<file path="config.mk">
export PLATFORM = sky130hd
export DESIGN_NAME = writeback_unit
export DESIGN_NICKNAME = d
export VERILOG_FILES = /design/src/rtl/writeback_unit.sv
export SDC_FILE = /design/constraint.sdc
export NUM_CORES = 1
export LEC_CHECK = 0
export CAP_MARGIN = 10
export CORE_AREA = 2 2 128 130
export CTS_CLUSTER_SIZE = 30
export DETAILED_ROUTE_END_ITERATION = 7
export DIE_AREA = 0 0 130 132
export PLACE_DENSITY = 0.81
export SYNTH_ARGS = -nofsm -noshare
export SYNTH_HDL_FRONTEND = slang
export SYNTH_SLANG_ARGS = --single-unit
</file>
<file path="constraint.sdc">
create_clock -name clk -period 2.6 [get_ports clk]
set_input_delay 0.26 -clock clk [delete_from_list [all_inputs] [get_ports clk]]
set_output_delay 0.26 -clock clk [all_outputs]
set_load 0.02 [all_outputs]
</file>
<file path="src/rtl/writeback_unit.sv">
// Writeback stage: M->W pipeline register, load alignment/extension, and a
// small FSM that stalls the pipeline until variable-latency load data returns.
module writeback_unit #(
    parameter int unsigned D_WIDTH   = 32,
    parameter int unsigned R_WIDTH   = 5,
    parameter int unsigned CNT_WIDTH = 64
) (
    input  logic                 clk,
    input  logic                 rst_n,
    input  logic                 valid_m_i,
    input  logic                 reg_write_m_i,
    input  logic [1:0]           result_src_m_i,
    input  logic [D_WIDTH-1:0]   alu_result_m_i,
    input  logic [D_WIDTH-1:0]   pc_plus4_m_i,
    input  logic [R_WIDTH-1:0]   rd_m_i,
    input  logic [2:0]           funct3_m_i,
    input  logic                 flush_w_i,
    input  logic                 mem_rvalid_i,
    input  logic [D_WIDTH-1:0]   mem_rdata_i,
    output logic                 reg_write_w_o,
    output logic [R_WIDTH-1:0]   rd_w_o,
    output logic [D_WIDTH-1:0]   result_w_o,
    output logic                 stall_o,
    output logic                 misalign_o,
    output logic [CNT_WIDTH-1:0] instret_o
);

    localparam int unsigned OFF = $clog2(D_WIDTH / 8);

    typedef enum logic [1:0] {StIdle, StWaitMem, StDrain} state_e;

    state_e                 state_q, state_d;
    logic                   valid_q;
    logic                   reg_write_q;
    logic [1:0]             result_src_q;
    logic [D_WIDTH-1:0]     alu_q;
    logic [D_WIDTH-1:0]     pc4_q;
    logic [R_WIDTH-1:0]     rd_q;
    logic [2:0]             funct3_q;
    logic [CNT_WIDTH-1:0]   instret_q;

    logic                   is_load;
    logic                   commit;
    logic                   stall;
    logic                   misaligned;
    logic [OFF-1:0]         off;
    logic [D_WIDTH-1:0]     shifted;
    logic [D_WIDTH-1:0]     load_data;

    assign is_load = valid_q && (result_src_q == 2'b01);
    assign off     = alu_q[OFF-1:0];
    assign shifted = mem_rdata_i >> {off, 3'b000};

    // W register: flush kills the entry, stall holds everything else
    always_ff @(posedge clk or negedge rst_n) begin
        if (!rst_n) begin
            valid_q      <= 1'b0;
            reg_write_q  <= 1'b0;
            result_src_q <= 2'b00;
            alu_q        <= '0;
            pc4_q        <= '0;
            rd_q         <= '0;
            funct3_q     <= 3'b000;
        end else if (flush_w_i) begin
            valid_q      <= 1'b0;
        end else if (!stall) begin
            valid_q      <= valid_m_i;
            reg_write_q  <= reg_write_m_i;
            result_src_q <= result_src_m_i;
            alu_q        <= alu_result_m_i;
            pc4_q        <= pc_plus4_m_i;
            rd_q         <= rd_m_i;
            funct3_q     <= funct3_m_i;
        end
    end

    always_ff @(posedge clk or negedge rst_n) begin
        if (!rst_n) begin
            state_q   <= StIdle;
            instret_q <= '0;
        end else begin
            state_q <= state_d;
            if (commit) begin
                instret_q <= instret_q + 1'b1;
            end
        end
    end

    // Lane select and extension; unrecognised codes pass raw data through
    always_comb begin
        load_data  = mem_rdata_i;
        misaligned = 1'b0;
        case (funct3_q)
            3'b000: load_data = D_WIDTH'($signed(shifted[7:0]));
            3'b100: load_data = D_WIDTH'(shifted[7:0]);
            3'b001: begin
                load_data  = D_WIDTH'($signed(shifted[15:0]));
                misaligned = off[0];
            end
            3'b101: begin
                load_data  = D_WIDTH'(shifted[15:0]);
                misaligned = off[0];
            end
            3'b010: begin
                load_data  = D_WIDTH'($signed(shifted[31:0]));
                misaligned = |off[1:0];
            end
            3'b110: begin
                if (D_WIDTH == 64) begin
                    load_data  = D_WIDTH'(shifted[31:0]);
                    misaligned = |off[1:0];
                end
            end
            3'b011: begin
                if (D_WIDTH == 64) begin
                    load_data  = mem_rdata_i;
                    misaligned = |off;
                end
            end
            default: load_data = mem_rdata_i;
        endcase
    end

    always_comb begin
        result_w_o = '0;
        case (result_src_q)
            2'b00:   result_w_o = alu_q;
            2'b01:   result_w_o = load_data;
            2'b10:   result_w_o = pc4_q;
            default: result_w_o = '0;
        endcase
    end

    // Flush always beats commit; DRAIN swallows the response of a killed load
    always_comb begin
        state_d = state_q;
        stall   = 1'b0;
        commit  = 1'b0;
        case (state_q)
            StIdle: begin
                if (is_load) begin
                    if (mem_rvalid_i) begin
                        commit = !flush_w_i;
                    end else begin
                        stall   = 1'b1;
                        state_d = flush_w_i ? StDrain : StWaitMem;
                    end
                end else begin
                    commit = valid_q && !flush_w_i;
                end
            end
            StWaitMem: begin
                stall = !mem_rvalid_i;
                if (mem_rvalid_i) begin
                    commit  = is_load && !flush_w_i;
                    state_d = StIdle;
                end else if (flush_w_i) begin
                    state_d = StDrain;
                end
            end
            StDrain: begin
                stall = !mem_rvalid_i;
                if (mem_rvalid_i) begin
                    state_d = StIdle;
                end
            end
            default: state_d = StIdle;
        endcase
    end

    assign stall_o       = stall;
    assign rd_w_o        = rd_q;
    assign instret_o     = instret_q;
    assign misalign_o    = commit && is_load && misaligned;
    assign reg_write_w_o = valid_q && reg_write_q && (rd_q != '0) && commit
                           && !(is_load && misaligned);

endmodule

</file>
==> results of run 1 <==
==> Yosys cell counts (all sizes together), types with 4 or more instances <==
cell type	number
nand3	17
o221ai	17
and3	4
o21ai	36
a21oi	15
nor2	53
mux2	75
inv	31
nor4	21
nand4	20
mux2i	51
dfrtp	142
clkbuf	24
xor2	39
nor3	30
a311oi	7
o22ai	7
or3	5
xnor2	24
ha	5
o211ai	8
nand2	48
buf	15
==> flip-flops by register name, indices dropped and copies added (netlist names) <==
signal / cells
state_q: 2
alu_q: 32
rd_w_o: 5
funct3_q: 3
instret_o: 64
valid_q: 1
reg_write_q: 1
pc4_q: 32
result_src_q: 2
==> area by class of cell <==
class | count | area (sq um)
inverters | 31 | 116
multi-input cells | 506 | 3880
flip-flops and latches | 142 | 3560
repair buffers | 265 | 2500
clock inverters | 13 | 210
clock buffers | 19 | 443
well taps | 216 | 270
fillers | 1192 | 4740
==> worst register-to-register path, stage by stage, from the launching register on <==
cell      delay [ns]
dfrtp_1         0.40
inv_1           0.11
ha_2            0.25
or2_2           0.14
o2111a_1        0.21
buf_4           0.19
nand4_1         0.29
nor4_1          0.47
xor2_1          0.18
==> cell families after synthesis <==
kind of cell             synth area share (%)
AND/OR/NAND/NOR                          14.6
AO/OA/AOI/OAI                            8.67
buffers and inverters                    3.80
adder cells (fa/ha/maj)                 0.823
XOR/XNOR                                 7.26
flip-flops                               46.7
multiplexers                             18.1
==> stage by stage <==
step	hold WS [ns]	std cells	setup slack, ns
floorplan	-0.0356	718	0.204
global placement	0.343	1153	-0.426
detailed placement	0.345	1153	-0.463
CTS	0.427	1190	-0.132
global route	0.437	1192	-0.0565
finish	0.440	1192	0.0320
==> where the power goes <==
part	total [W]	switching (W)	leakage [nW]	internal, W
logic	0.00441	0.00238	2.79	0.00203
registers	0.00300	0.000306	1.73	0.00270
clock network	0.00271	0.000979	0.314	0.00173
total	0.0101	0.00366	4.83	0.00646
==> cell usage in the layout, fill, tap and decap left out, drive strengths merged, types with 7 or more instances in the layout <==
master | Yosys | layout
nand2 | 48 | 48
clkbuf | 24 | 25
inv | 31 | 33
clkdlybuf4s50 | 0 | 180
dfrtp | 142 | 142
a21oi | 15 | 15
o211ai | 8 | 8
nand3 | 17 | 17
buf | 15 | 74
xor2 | 39 | 39
a311oi | 7 | 7
nand4 | 20 | 20
o221ai | 17 | 17
nor4 | 21 | 21
o21ai | 36 | 36
nor2 | 53 | 53
xnor2 | 24 | 24
mux2 | 75 | 75
o22ai | 7 | 7
nor3 | 30 | 30
mux2i | 51 | 51
==> timing repair <==
action | in CTS | in global routing
hold buffers | 1 | 0
setup buffers | 3 | 2
gates cloned | 1 | 0
gates resized for setup | 133 | 55
pin swaps | 0 | 9
endpoints found under the hold margin | 73 | 0
endpoints found under the setup margin | 34 | 31
==> how the worst min path moves through the flow <==
stage                            start         to  cells after the start
floorplan                        rst_n   alu_q[0]                      0
finish               alu_result_m_i[8]   alu_q[8]                      2
global placement                 rst_n  alu_q[15]                      1
CTS                 alu_result_m_i[11]  alu_q[11]                      2
detailed placement               rst_n  pc4_q[15]                      1
global route           pc_plus4_m_i[4]   pc4_q[4]                      2
==> layer usage <==
| metal | GRT usage, % | share of wire, % | wire, um | vias up |
|---|---|---|---|---|
| li1 | - | - | - | 3078 |
| met2 | 44.1 | 47 | 11100 | 340 |
| met3 | 9.01 | 10 | 2370 | 55 |
| met5 | 0 | 0.051 | 12 | - |
| met4 | 10.5 | 3.1 | 730 | 2 |
| met1 | 33.6 | 39 | 9210 | 3270 |
==> results.md, run 1 <==
- Ant diodes: 0
- Yosys top cell by area: dfrtp_1
- Starting Density: 48.4%
- Netlist Area Pre-Place: ~0.0076 sq mm
- CTS H-tree lvls: 4
- RSZ-0062 raised after global routing: true
- Die W: 130 um
- Initial DRT Pass Iterations: 5
- Area post-placement: slightly above 0.01 sq mm
- Yosys reg bits: 142
- Worst EP required: 2.34 ns
- Reg2Reg Depth: 8
- Critical path origin: alu_q[0]
- CP most frequent cell: buf_6
- Total Routing Usage GR: 27.2%
- CP arrival: 2.31 ns
- Max-slew headroom: 52.4%
- Post-synthesis sequential area ratio: 46.7%
- Post-DRT Antenna Nets: 0
- Fin nets: around 1100
- DRC viols: 0
- Grt ovf: 0
- Vias in the first global route: 6742
- Ports: 216
- Critical Path Max Stage Delay: 0.54 ns
- Design Area, Final: 0.0110 sq mm
- Core ar.: 0.0157 sq mm
- Final HPWL DP: ~16000 um
- Synth unique cells: 48
- Layout cells sized above 1: 22.7%
- Syn Nets: around 840
- TritonCTS Sinks: 142
- Maximum capacitance violations: 0
- VDD IR-drop max: 0.435 mV
- Design Power: 0.0101 W
- Pleak: 4.83 nW
- Logic depth of the worst path, buffers included: 8
- CP Buf/Inv Count: 3
- Final GP Congestion: 0.941
- Total Wirelength: 23400 um
- Crit path cell chain: mux4_2 > nand2_2 > o311ai_4 > buf_6 > buf_6 > o221ai_4 > o21ai_2 > buf_6
- FFs w/ async S/R, synth: between 90% and 100%
- Chip height: 132 um
- Post-synth EDFFs: 0
- Final hold vios: 0
- Largest net degree at the start of global routing: 77
- CTS clk-pin slew, worst paths: 0.06 ns
- Status: finished, final reports clean
- Tcrit/Tclk final: 98.8%
- Wirelength per Cell: approximately 20 um
- Post-synth top flop: dfrtp_1
- Reg2reg start: state_q[0]
- First-pass GRT wire length: 36300 um
- CP Capture Type: primary output
- Fmax: 389 MHz
- Worst slew pin tran: 0.714 ns
- Vias per Instance: 5.66
- Yosys Warn Count: 0
- Worst path top cell family by delay: multiplexers
- Max-slew violations: 0
- Worst r2r dst: instret_o[52]
- Setup crit end: result_w_o[17]
- PD cells: 922 mW/mm^2
- Final setup violation count: 0
- Util after Layout: 69.9%
- Worst-Skew Late Latency: between 0.4 and 0.5 ns
- Synthesized instance count: 718
- Worst-path fanout max: 6
- Routed vias: 6745
- Area growth syn-to-layout: 44.3%
- Initial antenna violation count: 1
- Initial DRC Count: 465
- Port Buffers: ~220
- Hold Path Class: in -> reg
- CTS root buf: clkbuf_16
- Synth top area cells: dfrtp_1 47%, mux2_2 11%, mux2i_1 6.7%, xor2_1 4.5%, xnor2_1 2.8%
- Crit-path slowest cell: mux4_2
- Worst reg-to-reg setup slack: 0.30 ns
- Top-area cell type share of the netlist area: 46.7%
- Clock skew: 0.00735 ns
- Total negative slack: 0 ns
- Mapped Avg Cell Area: about 11 sq um
- TritonCTS Buffers: 17
- Worst setup path class: reg -> out
- Die area: between 0.015 and 0.02 sq mm
- Clock Tree Buf Depth: 2
- Period minus WS final: 2.57 ns
- Setup crit start kind: flop
- CTS tree: done
- Rows: 46
No activity file was read; power rests on OpenSTA's default activity.
==> inputs of run 2 (changes only) <==
--- a/config.mk
+++ b/config.mk
@@ -6,10 +6,11 @@
 export NUM_CORES = 1
 export LEC_CHECK = 0
 export CAP_MARGIN = 10
-export CORE_AREA = 2 2 128 130
+export CORE_AREA = 2 2 143 117
+export CTS_CLUSTER_DIAMETER = 150
 export CTS_CLUSTER_SIZE = 30
 export DETAILED_ROUTE_END_ITERATION = 7
-export DIE_AREA = 0 0 130 132
+export DIE_AREA = 0 0 145 119
 export PLACE_DENSITY = 0.81
 export SYNTH_ARGS = -nofsm -noshare
 export SYNTH_HDL_FRONTEND = slang
==> run 2 against run 1 <==
  * Clock skew grew 0.0019 ns
  * Setup slack is essentially flat
  * Non-clock buffer count grew 1
  * Global-route usage grew 0.43 points
  * Sequential power is essentially flat
  * Maximum frequency is essentially flat
  * Routed wire length grew 0.26%
  * Cell area shrank 0.40%
  * Worst hold slack lost 0.028 ns
  * Cell count grew 0.42%
  * Via count shrank 0.90%
  * Critical path depth is the same
==> results.md, run 2 (same netlist as run 1, synthesis figures left out) <==
- Crit path cell chain: buf_6 > mux2i_4 > a2bb2oi_4 > o311ai_4 > o21ai_1 > buf_4 > o221ai_1 > buf_4
- Vias in the first global route: 6813 (+1.1%)
- Clock share of power: 24.1% (-2.7 points)
- CP most frequent cell: buf_4
- Initial DRT Pass Iterations: 5 (unchanged)
- Worst path top cell family by delay: compound AO/OA/AOI/OAI gates
- Largest net degree at the start of global routing: 69 (-10%)
- Area growth syn-to-layout: 43.8%
- Fin cells: 1197 (+0.42%)
- # fillers: 1204 (+1.0%)
- Clock skew: 0.00928 ns (+0.00193 ns)
- Hold Path Class: in -> async
- Total negative slack: 0 ns (unchanged)
- Ant diodes: 0 (unchanged)
- Worst setup path class: reg -> out
- Clock Tree Buf Depth: 2 (unchanged)
- Sw Pwr: 0.00369 W (+0.82%)
- Final setup violation count: 0 (unchanged)
- Sw Share: 38.0% (+1.8 points)
- Chip height: 119 um (-9.8%)
- Final HPWL DP: 16700 um (+1.9%)
- CP Capture Type: primary output
- Final hold vios: 0 (unchanged)
- First-pass GRT wire length: 37500 um (+3.3%)
- Maximum capacitance violations: 0 (unchanged)
- Most common cell after layout, fill and taps aside: clkdlybuf4s50_1
- Vias per Instance: 5.58 (-1.3%)
- Tcrit/Tclk final: 98.8% (about the same)
- Initial antenna violation count: 1 (unchanged)
- RSZ-0062 raised after global routing: true
- Initial DRC Count: 433 (-6.9%)
- Max-slew headroom: 56.9% (+4.6 points)
- Port Buffers: 215 (unchanged)
- Worst-path fanout max: 8 (+2)
- CTS H-tree lvls: 4 (unchanged)
- Fin nets: 1081 (+0.093%)
- Core ar.: 0.0160 sq mm (+2.0%)
- Ports: 216 (unchanged)
- Fmax: 389 MHz (about the same)
- Status: finished, final reports clean
- CTS root buf: clkbuf_16
- CP Buf/Inv Count: 3 (unchanged)
- TritonCTS Sinks: 142 (unchanged)
- Period minus WS final: 2.57 ns (+0.0000599 ns)
- Die W: 145 um (+12%)
- WHS: 0.412 ns (-0.0278 ns)
- Largest register FFs: 64 (unchanged)
- Max-slew violations: 0 (unchanged)
- Wirelength per Cell: 19.6 um (-0.16%)
- CTS tree: done
- Worst slew pin tran: 0.646 ns (-0.0683 ns)
- Design Power: 0.00972 W (-4.0%)
- Highest-count cells in the layout ignoring fill and taps: 179 x clkdlybuf4s50_1, 140 x dfrtp_1, 75 x mux2_2
- CTS clk-pin slew, worst paths: 0.06 ns (about the same)
- Routed vias: 6684 (-0.90%)
- Total Wirelength: 23500 um (+0.26%)
- DRC viols: 0 (unchanged)
- Rows: 42 (-8.7%)
- Worst-Skew Late Latency: 0.43 ns (about the same)
- Placed Cells incl. Taps: 1158 (+0.43%)
- Setup crit start kind: flop
- TritonCTS Buffers: 17 (unchanged)
- Starting Density: 47.4% (-0.95 points)
- Die area: 0.0173 sq mm (+0.55%)
- VDD IR-drop max: 0.559 mV (+29%)
- Post-DRT Antenna Nets: 0 (unchanged)
- Reg power frac: 30.9% (+1.2 points)
- Worst EP required: 2.34 ns (about the same)
- CP arrival: 2.31 ns (about the same)
- Internal Pwr Total: 0.00603 W (-6.7%)
- Grt ovf: 0 (unchanged)
- Total Routing Usage GR: 27.7% (+0.43 points)
- PD cells: 889 mW/mm^2 (-3.6%)
- Crit-path slowest cell: dfrtp_2
- Final GP Congestion: 0.924 (-1.8%)
- Critical Path Max Stage Delay: 0.44 ns (-0.10 ns)
- Pleak: 4.80 nW (-0.62%)
- Layout cells sized above 1: 23.6% (+0.90 points)
- Power share of the combinational group: 45.1% (+1.5 points)
==> run 2: changes by cell type in the layout (fill, tap and decap cells not counted), moves of 3 or more <==
cell / delta
clkbuf_2: +6
buf_2: -4
bufinv_16: -4
o21ai_1: +4
o221ai_2: +4
mux2i_1: -3
o21ai_0: -3
==> run 2: repair_timing <==
action                                  4_1_cts  5_1_grt
hold buffers                                  1        0
resized for setup                           120       78
buffers inserted                              5        1
pin swaps                                     0        4
endpoints found under the setup margin       35       36
hold endpoints to repair                     65        0
==> run 2: power groups by stage <==
| stage | clock (W) | sequential, W | combinational [W] |
|---|---|---|---|
| finish | 0.00234 | 0.00300 | 0.00438 |
| global placement | 0 | 0.00300 | 0.00427 |
| floorplan | 0 | 0.00299 | 0.00249 |
| detailed placement | 0 | 0.00303 | 0.00434 |
| CTS | 0.00237 | 0.00299 | 0.00416 |
| global route | 0.00245 | 0.00306 | 0.00465 |
==> run 2: layout make-up <==
| type | instances | area, sq um | share of cell area, % |
|---|---|---|---|
| well taps | 220 | 275 | 2.52 |
| multi-input cells | 506 | 3930 | 35.9 |
| repair buffers | 266 | 2500 | 22.8 |
| clock buffers | 17 | 425 | 3.89 |
| clock inverters | 15 | 138 | 1.26 |
| flip-flops and latches | 142 | 3560 | 32.5 |
| inverters | 31 | 116 | 1.06 |
==> run 2: worst paths after layout <==
| kind | start | endpoint | slack (ns) | depth (start not counted) |
|---|---|---|---|---|
| hold reg to reg | instret_o[63] | instret_o[63] | 0.47 | 1 |
| setup reg to reg | state_q[0] | instret_o[16] | 0.28 | 8 |
| max in group asynchronous | rst_n | instret_o[2] | 1.39 | 3 |
| setup / recovery | alu_q[0] | result_w_o[29] | 0.03 | 8 |
| min in group clk | valid_m_i | valid_q | 0.44 | 3 |
| hold / removal | rst_n | pc4_q[27] | 0.41 | 2 |
==> run 2: metrics by stage <==
| step | cell area [sq um] | setup slack (ns) | utilization, % |
|---|---|---|---|
| after floorplan | 7600 | 0.204 | - |
| after global placement | 10300 | -0.141 | 64.1 |
| after detailed placement | 10300 | -0.215 | 64.1 |
| after CTS | 10800 | -0.118 | 67.5 |
| after global routing | 10900 | -0.0549 | 68.2 |
| final | 10900 | 0.0319 | 68.2 |
==> run 2: layer usage <==
layer / vias to the layer above / routed length, um / part of all wire [%] / global-route usage (%)
li1: 3086 / - / - / -
met1: 3267 / 9910 / 42 / 36.8
met2: 284 / 10800 / 46 / 43.8
met3: 45 / 2030 / 8.7 / 7.78
met4: 2 / 706 / 3.0 / 9.59
met5: - / 13 / 0.055 / 0
==> inputs of run 3 (changes only) <==
==> config.mk (replaced) <==
export PLATFORM = sky130hd
export DESIGN_NAME = writeback_unit
export DESIGN_NICKNAME = d
export VERILOG_FILES = /design/src/rtl/writeback_unit.sv
export SDC_FILE = /design/constraint.sdc
export NUM_CORES = 1
export LEC_CHECK = 0
export ABC_AREA = 1
export ABC_CLOCK_PERIOD_IN_PS = 2600
export CAP_MARGIN = 10
export CORE_AREA = 2 2 153 125
export CTS_CLUSTER_DIAMETER = 150
export CTS_CLUSTER_SIZE = 30
export DETAILED_ROUTE_END_ITERATION = 7
export DIE_AREA = 0 0 155 127
export PLACE_DENSITY = 0.8
export SYNTH_ARGS = -nofsm -noshare
export SYNTH_HDL_FRONTEND = slang
export SYNTH_SLANG_ARGS = --single-unit
export TNS_END_PERCENT = 30
==> run 3 against run 2 <==
  * Via count rose by 51%
  * Setup slack improved by 0.034 ns
  * Register-to-register slack improved by 0.15 ns
  * Die area is 14% higher
  * Synthesized cell count increased by 87%
  * Critical endpoint is now result_w_o[5]
  * Largest power group unchanged
==> results.md, run 3 <==
- Maximum capacitance violations: 0 (unchanged)
- Initial antenna violation count: 3 (+2)
- Layout cells sized above 1: 8.84% (-15 points)
- Post-synth EDFFs: 0 (unchanged)
- Total Wirelength: 32700 um (+40%)
- Port Buffers: 215 (unchanged)
- Die area: 0.0197 sq mm (+14%)
- Total Routing Usage GR: 33.4% (+5.7 points)
- Setup crit start kind: flop
- Syn Nets: 1462 (+75%)
- CTS root buf: clkbuf_16
- Mapped Avg Cell Area: 6.74 sq um (-36%)
- CTS H-tree lvls: 4 (unchanged)
- Vias in the first global route: 9069 (+33%)
- RSZ-0062 raised after global routing: true
- Max-slew violations: 0 (unchanged)
- Worst setup path class: reg -> out
- Highest-count cells in the layout ignoring fill and taps: 539 x nand2_1, 179 x nor2_1, 179 x clkdlybuf4s50_1
- Worst slew pin tran: 0.710 ns (+0.0643 ns)
- Synth top area cells: dfrtp_1 39%, nand2_1 22%, nor2_1 7.6%, nand3_1 5.4%, o21ai_0 3.8%
- Core ar.: 0.0180 sq mm (+12%)
- Starting Density: 50.4% (+2.9 points)
- Max-slew headroom: 52.6% (-4.3 points)
- WHS: 0.331 ns (-0.0805 ns)
- Clock Tree Buf Depth: 2 (unchanged)
- TritonCTS Buffers: 17 (unchanged)
- Netlist Area Pre-Place: 0.00907 sq mm (+19%)
- Largest register FFs: 64 (unchanged)
- Critical Path Max Stage Delay: 0.49 ns (+0.05 ns)
- Synthesized instance count: 1345 (+87%)
- Final hold vios: 0 (unchanged)
- Final GP Congestion: 1.01 (+9.4%)
- Rows: 44 (+4.8%)
- Largest net degree at the start of global routing: 70 (+1.4%)
- Initial DRC Count: 1356 (+210%)
- Design Power: 0.0113 W (+16%)
- CP Buf/Inv Count: 3 (unchanged)
- Initial DRT Pass Iterations: 7 (+2)
- DRC viols: 0 (unchanged)
- Worst-path fanout max: 10 (+2)
- Post-CTS Setup Bufs: 0 (-5)
- Synth cell count leaders: 539 x nand2_1, 183 x nor2_1, 142 x dfrtp_1
- FFs w/ async S/R, synth: 100% (unchanged)
- Most numerous cell in the Yosys netlist: nand2_1
- Wirelength per Cell: 18.1 um (-7.4%)
- Yosys Warn Count: 0 (unchanged)
- Post-synth top flop: dfrtp_1
- Clock skew: 0.0115 ns (+0.00223 ns)
- Post-place setup slack: 0.00944 ns (+0.225 ns)
- Yosys top cell by area: dfrtp_1
- Chip height: 127 um (+6.7%)
- Area growth syn-to-layout: 33.2%
- Crit-path slowest cell: dfrtp_2
- Period minus WS final: 2.53 ns (-0.0342 ns)
- Status: finished, final reports clean
- VDD IR-drop max: 0.509 mV (-9.0%)
- Yosys reg bits: 142 (unchanged)
- Worst-Skew Late Latency: 0.44 ns (about the same)
- Fmax: 395 MHz (+1.3%)
- CTS clk-pin slew, worst paths: 0.08 ns (+0.02 ns)
- Ports: 216 (unchanged)
- Die W: 155 um (+6.9%)
- Final setup violation count: 0 (unchanged)
- Crit path cell chain: inv_2 > buf_4 > nand2_1 > nand2_1 > nor2_1 > o21ai_0 > nand2_1 > nand3_1 > dlygate4sd2_1
- PD cells: 936 mW/mm^2 (+5.3%)
- Hold Path Class: in -> async
- Worst EP required: 2.34 ns (about the same)
- Post-DRT Antenna Nets: 0 (unchanged)
- Pleak: 5.47 nW (+14%)
- CTS tree: done
- Final WS setup: 0.0661 ns (+0.0342 ns)
- Most common cell after layout, fill and taps aside: nand2_1
- Grt ovf: 0 (unchanged)
- Vias per Instance: 5.58 (about the same)
- CP Capture Type: primary output
- Worst path top cell family by delay: buffers and inverters
- Final HPWL DP: 25000 um (+50%)
- Synth unique cells: 36 (-25%)
- Post-synthesis sequential area ratio: 39.2% (-7.6 points)
- Fin nets: 1677 (+55%)
- First-pass GRT wire length: 50500 um (+35%)
- Routed vias: 10067 (+51%)
- Top-area cell type share of the netlist area: 39.2% (-7.6 points)
- Tcrit/Tclk final: 97.5% (-1.3 points)
- CP arrival: 2.27 ns (-0.04 ns)
- CP most frequent cell: nand2_1
- TritonCTS Sinks: 142 (unchanged)
-- run 3: per-stage QoR --
step                area [sq um]  utilization (%)  TNS, ns  cells
floorplan                   9070                -        0   1345
global placement           11600             64.3        0   1770
detailed placement         11600             64.3        0   1770
CTS                        12200             67.5   -0.381   1803
global route               12100             67.1  -0.0305   1804
finish                     12100             67.1        0   1804
-- run 3: cell families (layout without fill, tap and decap cells) --
kind of cell / after synthesis / after routing / share of synthesized area (%)
fa+ha+maj: 5 / 5 / 0.690
buf+inv: 131 / 359 / 6.52
compound gates: 160 / 160 / 10.7
other cells: 0 / 1 / 0
flops: 142 / 142 / 39.2
simple gates: 877 / 877 / 40.0
xor+xnor: 30 / 30 / 2.90
-- run 3: layout make-up --
| class | count | area, sq um |
|---|---|---|
| clock buffer | 17 | 425 |
| clock inverter | 15 | 185 |
| sequential | 142 | 3560 |
| fill | 1565 | 5920 |
| inverter | 77 | 292 |
| multi-input combinational | 1072 | 4940 |
| timing repair buffer | 250 | 2400 |
| tap | 230 | 288 |
| antenna | 1 | 2.50 |
-- run 3: final timing paths --
path | from | to | slack, ns | cells past startpoint
setup reg to reg | state_q[0] | instret_o[46] | 0.43 | 12
max in group asynchronous | rst_n | instret_o[51] | 1.57 | 3
setup / recovery | alu_q[0] | result_w_o[5] | 0.07 | 9
min in group clk | alu_result_m_i[21] | alu_q[21] | 0.37 | 3
hold reg to reg | pc4_q[10] | pc4_q[10] | 0.47 | 2
hold / removal | rst_n | alu_q[29] | 0.33 | 2
-- run 3: what timing repair did --
item | in CTS | in global routing
endpoints found under the hold margin | 50 | 0
resized for setup | 36 | 54
endpoints found under the setup margin | 35 | 31
hold buffers | 1 | 0
pin swaps | 0 | 0
-- run 3: where the power goes --
group          switching, W  internal [W]  leakage [nW]
registers          0.000570       0.00284          1.81
logic               0.00339       0.00202          3.37
clock network       0.00118       0.00131         0.294
-- run 3: per-layer routing --
layer / vias up / GRT usage [%] / routed length [um]
met1: 4722 / 51.6 / 14800
met5: - / 0 / 0
li1: 4738 / - / -
met3: 54 / 7.63 / 3680
met4: 0 / 10.1 / 724
met2: 553 / 46.4 / 13500
==> RTL edit 1, RTL diff (config.mk and constraints of run 3) <==
`CNT_WIDTH`: 64 -> 72.
--- a/src/rtl/writeback_unit.sv
+++ b/src/rtl/writeback_unit.sv
@@ -3,7 +3,7 @@
 module writeback_unit #(
     parameter int unsigned D_WIDTH   = 32,
     parameter int unsigned R_WIDTH   = 5,
-    parameter int unsigned CNT_WIDTH = 64
+    parameter int unsigned CNT_WIDTH = 72
 ) (
     input  logic                 clk,
     input  logic                 rst_n,
Interface: changed (resized instret_o); port bits go from 216 to 224. No check against the original RTL was run, so the function may have changed too.
==> RTL edit 1 against run 3 <==
First-iteration DRC count down 25%. Wire length down 12%. Cell count fell by 12%. Fmax barely moved. Design area is 0.68% lower. Area after synthesis is 3.0% lower. Total power shrank 13%. Worst setup slack gained 0.0025 ns. Sequential cell count is 8 higher. Count of clock-buffer cells in the layout is 3 higher. Largest power group unchanged.
==> RTL edit 1: results <==
set metrics [dict create \
    synthXorXnorAreaFrac 0.04979 \
    outcome "completed" \
    place.gp.congestion 0.9489 \
    grt_pass1_vias 8138 \
    holdWs_ns 0.3794 \
    synth_compound_area_frac 0.07981 \
    yosys-top-cells-count "nand2_1 (327), dfrtp_1 (150), nor2_1 (142)" \
    largest_reg_flops 72 \
    dpl.hpwl_um 21470 \
    clkTransAtPathRegs_ns 0.06 \
    synth_mux_area_frac 0.08835 \
    antenna_found_initial 1 \
    avgViaCountPerCell 5.534 \
    preCtsSetupSlack_ns 0.08248 \
    yosys.cell_types.count 42 \
    track_usage 0.2953 \
    grt_max_degree 59 \
    ir_drop_uv 448.0 \
    p_int_w 0.006059 \
    nets 1464 \
    rrSetupSlack_ns 0.36 \
    drt-met1-wl_um 13320 \
    drt_iter0_drc 1015 \
    grt_pass1_wl_um 45120 \
    r2r_end "instret_o[66]" \
    path_max_fanout 17 \
    leakagePower_nw 5.193 \
    worst_slew_pin_slew_ns 0.5815 \
    wl_met3_um 2578 \
]
==> RTL edit 1: power groups by stage <==
stage | registers, W | clock network [W] | logic [W]
2_1_floorplan | 0.00326 | 0 | 0.00251
3_3_place_gp | 0.00325 | 0 | 0.00438
3_5_place_dp | 0.00328 | 0 | 0.00443
4_1_cts | 0.00325 | 0.00232 | 0.00428
5_1_grt | 0.00334 | 0.00242 | 0.00465
6_report | 0.00326 | 0.00229 | 0.00432
==> RTL edit 1: what timing repair did <==
item,4_1_cts,5_1_grt
hold endpoints to repair,56,0
hold buffers,1,0
buffers inserted,1,0
endpoints found under the setup margin,34,22
gates resized for setup,39,25
cloned,0,1
==> RTL edit 1: final cells by class <==
class,count,area (um^2)
clock buffer,20,446.7
fill,1523,6000
tap,230,287.8
multi-input combinational,853,4611
antenna,1,2.502
sequential,150,3755
timing repair buffer,253,2540
clock inverter,10,83.83
inverter,72,276.5
==> RTL edit 1: how the worst max path moves through the flow <==
stage	endpoint	slack, ns	cells past startpoint	startpoint
final	result_w_o[22]	0.07	9	alu_q[0]
after global routing	result_w_o[0]	-0.04	10	funct3_q[2]
after CTS	misalign_o	0.0007	7	alu_q[0]
after detailed placement	result_w_o[26]	0.08	9	mem_rdata_i[15]
after global placement	result_w_o[21]	0.11	11	mem_rdata_i[31]
after floorplan	result_w_o[1]	0.79	8	funct3_q[2]
==> RTL edit 1: worst max-delay path: stages, from the launching register on <==
cell and delay (ns):
dfrtp_2 0.45, inv_4 0.19, nand2_1 0.11, nand2_1 0.13, nand3_2 0.15, buf_2 0.23
nand4_1 0.10, nand2_1 0.06, nand3_1 0.07, dlygate4sd2_1 0.36
==> RTL edit 1: metal layers <==
layer	GRT usage	vias to the layer above
met3	0.07564	46
met2	0.4254	412
met1	0.4441	4212
li1	-	4124
met5	0	-
met4	0.07407	0
==> RTL edit 1: cells by family after synthesis <==
logic type / count (synthesis)
AO/OA/AOI/OAI: 121
XOR/XNOR: 50
adder cells (fa/ha/maj): 5
buffers and inverters: 107
flip-flops: 150
multiplexers: 69
AND/OR/NAND/NOR: 608
==> RTL edit 1: stage by stage <==
stage | power (W) | instances
6_report | 0.009870 | 1589
5_1_grt | 0.01041 | 1589
4_1_cts | 0.009851 | 1587
3_5_place_dp | 0.007713 | 1555
3_3_place_gp | 0.007633 | 1555
2_1_floorplan | 0.005765 | 1110
==> RTL edit 2, RTL diff (config.mk and constraints of run 3) <==
Without the edit above. Re-encode `state_e` (3 states) as one-hot, 3 bits wide.
--- a/src/rtl/writeback_unit.sv
+++ b/src/rtl/writeback_unit.sv
@@ -27,7 +27,7 @@
 
     localparam int unsigned OFF = $clog2(D_WIDTH / 8);
 
-    typedef enum logic [1:0] {StIdle, StWaitMem, StDrain} state_e;
+    typedef enum logic [2:0] {StIdle = 3'b001, StWaitMem = 3'b010, StDrain = 3'b100} state_e;
 
     state_e                 state_q, state_d;
     logic                   valid_q;
Function: no difference found for any inputs over 4 cycles, from zero or initial values and one cycle with rst_n low; so few cycles prove little.
==> RTL edit 2 against run 3 <==
Via count decreased by 1.9%. Sequential cell count increased by 1. Synthesized cell count decreased by 1.2%. Worst setup slack improved by 0.047 ns. Design area about the same. Non-clock buffer count increased by 7. Register-to-register slack got worse by 0.26 ns. Critical endpoint is now result_w_o[24]. Wire length increased by 0.28%. Area after synthesis decreased by 0.77%. Largest cell class unchanged.
Power is not compared: it rests on default switching activity, and its combinational part moved more than twofold at a synthesized area within 25%.
==> RTL edit 2: results <==
set metrics [dict create \
    fin_skew_ns 0.01434 \
    first_pass_iters 5 \
    critPathMaxStageDelay_ns 0.38 \
    ir_drop_uv 561.2 \
    nets 1663 \
    antenna_found_initial 6 \
    grt_pass1_vias 9049 \
    crit_arrival_ns 2.23 \
    worst_slew_pin_slew_ns 1.012 \
    path_max_fanout 27 \
    yosysSeqAreaShare 0.3977 \
    syn_nets 1442 \
    postRouteWirelength_um 32820 \
    track_usage 0.3384 \
    yosys-top-cells-count "nand2_1 (498), nor2_1 (187), dfrtp_1 (142)" \
    drt_iter0_drc 1052 \
    grt_pass1_wl_um 50960 \
    grt_max_degree 83 \
    synth_area_leaders "dfrtp_1 (39%), nand2_1 (21%), nor2_1 (7.8%), nand3_1 (5.9%), o21ai_0 (3.4%)" \
    cp_slowest_cell "dfrtp_1" \
    syn_area_per_cell_um2 6.773 \
    fillers 1629 \
    post-place-cells 1760 \
    dpl.hpwl_um 24890 \
    outcome "completed" \
    avgViaCountPerCell 5.498 \
    worstHoldPathType "in2reg" \
    wire_per_inst_um 18.28 \
    yosys.cell_types.count 40 \
    drive_gt1_frac 0.08189 \
    clock_path_buffers 2 \
    largest_reg_flops 64 \
    place.gp.congestion 0.9937 \
]
## RTL edit 2: timing repair
item,CTS,global route
resized for setup,38,29
hold buffers,1,0
setup endpoints to repair,34,17
pin swaps,0,0
endpoints found under the hold margin,67,0
## RTL edit 2: power groups by stage
| stage | Clock [W] | Sequential [W] | Combinational, W |
|---|---|---|---|
| after global routing | 0.00253 | 0.00281 | 0.00232 |
| after floorplan | 0 | 0.00289 | 0.00101 |
| after detailed placement | 0 | 0.00281 | 0.00218 |
| after CTS | 0.00242 | 0.00278 | 0.00214 |
| final | 0.00241 | 0.00278 | 0.00214 |
| after global placement | 0 | 0.00280 | 0.00215 |
## RTL edit 2: metal layers
layer,share of wire,global-route usage,routed length (um)
met5,0.00082,0,27
met4,0.024,0.1117,774
met3,0.11,0.09091,3500
met2,0.42,0.4863,13950
met1,0.44,0.4960,14570
## RTL edit 2: logic make-up (layout without fill, tap and decap cells)
kind of cell	Yosys count	count (layout)	synth area share
other	0	3	0
adders and majority gates	1	1	0.001390
DFF	143	143	0.3977
buffers and inverters	143	377	0.06797
and+or+nand+nor	843	843	0.3888
AOI/OAI and AO/OA	166	166	0.1120
xor gates and xnor gates	33	33	0.03211
## RTL edit 2: path summary, 6_finish.rpt
kind	from	endpoint	cells after the start	slack [ns]
worst min register to register	pc4_q[31]	pc4_q[31]	2	0.47
min in group asynchronous	rst_n	alu_q[27]	2	0.41
max in group asynchronous	rst_n	state_q[0]	3	1.46
worst max register to register	result_src_q[1]	instret_o[36]	8	0.17
worst max-delay path	funct3_q[0]	result_w_o[24]	9	0.11
worst min-delay path	rd_m_i[1]	rd_w_o[1]	3	0.38
## RTL edit 2: worst max-delay path, delay by kind of cell (launching register included)
kind / cells / cell delay [ns]
AOI/OAI and AO/OA: 1 / 0.07
and+or+nand+nor: 4 / 0.48
DFF: 1 / 0.38
buffers and inverters: 4 / 0.85
## RTL edit 2: stage by stage
| step | instance area, um^2 | setup TNS [ns] | hold slack, ns | power [W] | worst slack [ns] |
|---|---|---|---|---|---|
| final | 12090 | 0 | 0.3780 | 0.007330 | 0.1135 |
| after CTS | 12120 | -0.03215 | 0.3681 | 0.007331 | -0.03215 |
| after detailed placement | 11570 | 0 | 0.3161 | 0.004989 | 0.003070 |
| after global placement | 11570 | 0 | 0.3209 | 0.004949 | 0.06127 |
| after floorplan | 9001 | 0 | -0.03559 | 0.003909 | 0.7623 |
| after global routing | 12090 | 0 | 0.3800 | 0.007665 | 0.006931 |
## RTL edit 2: layout make-up
| type | count | area share |
|---|---|---|
| clock inverter | 14 | 0.01107 |
| multi-input combinational | 1043 | 0.3994 |
| timing repair buffer | 257 | 0.2051 |
| tap | 230 | 0.02380 |
| inverter | 88 | 0.02752 |
| antenna | 3 | 0.0006209 |
| sequential | 143 | 0.2962 |
| clock buffer | 18 | 0.03632 |
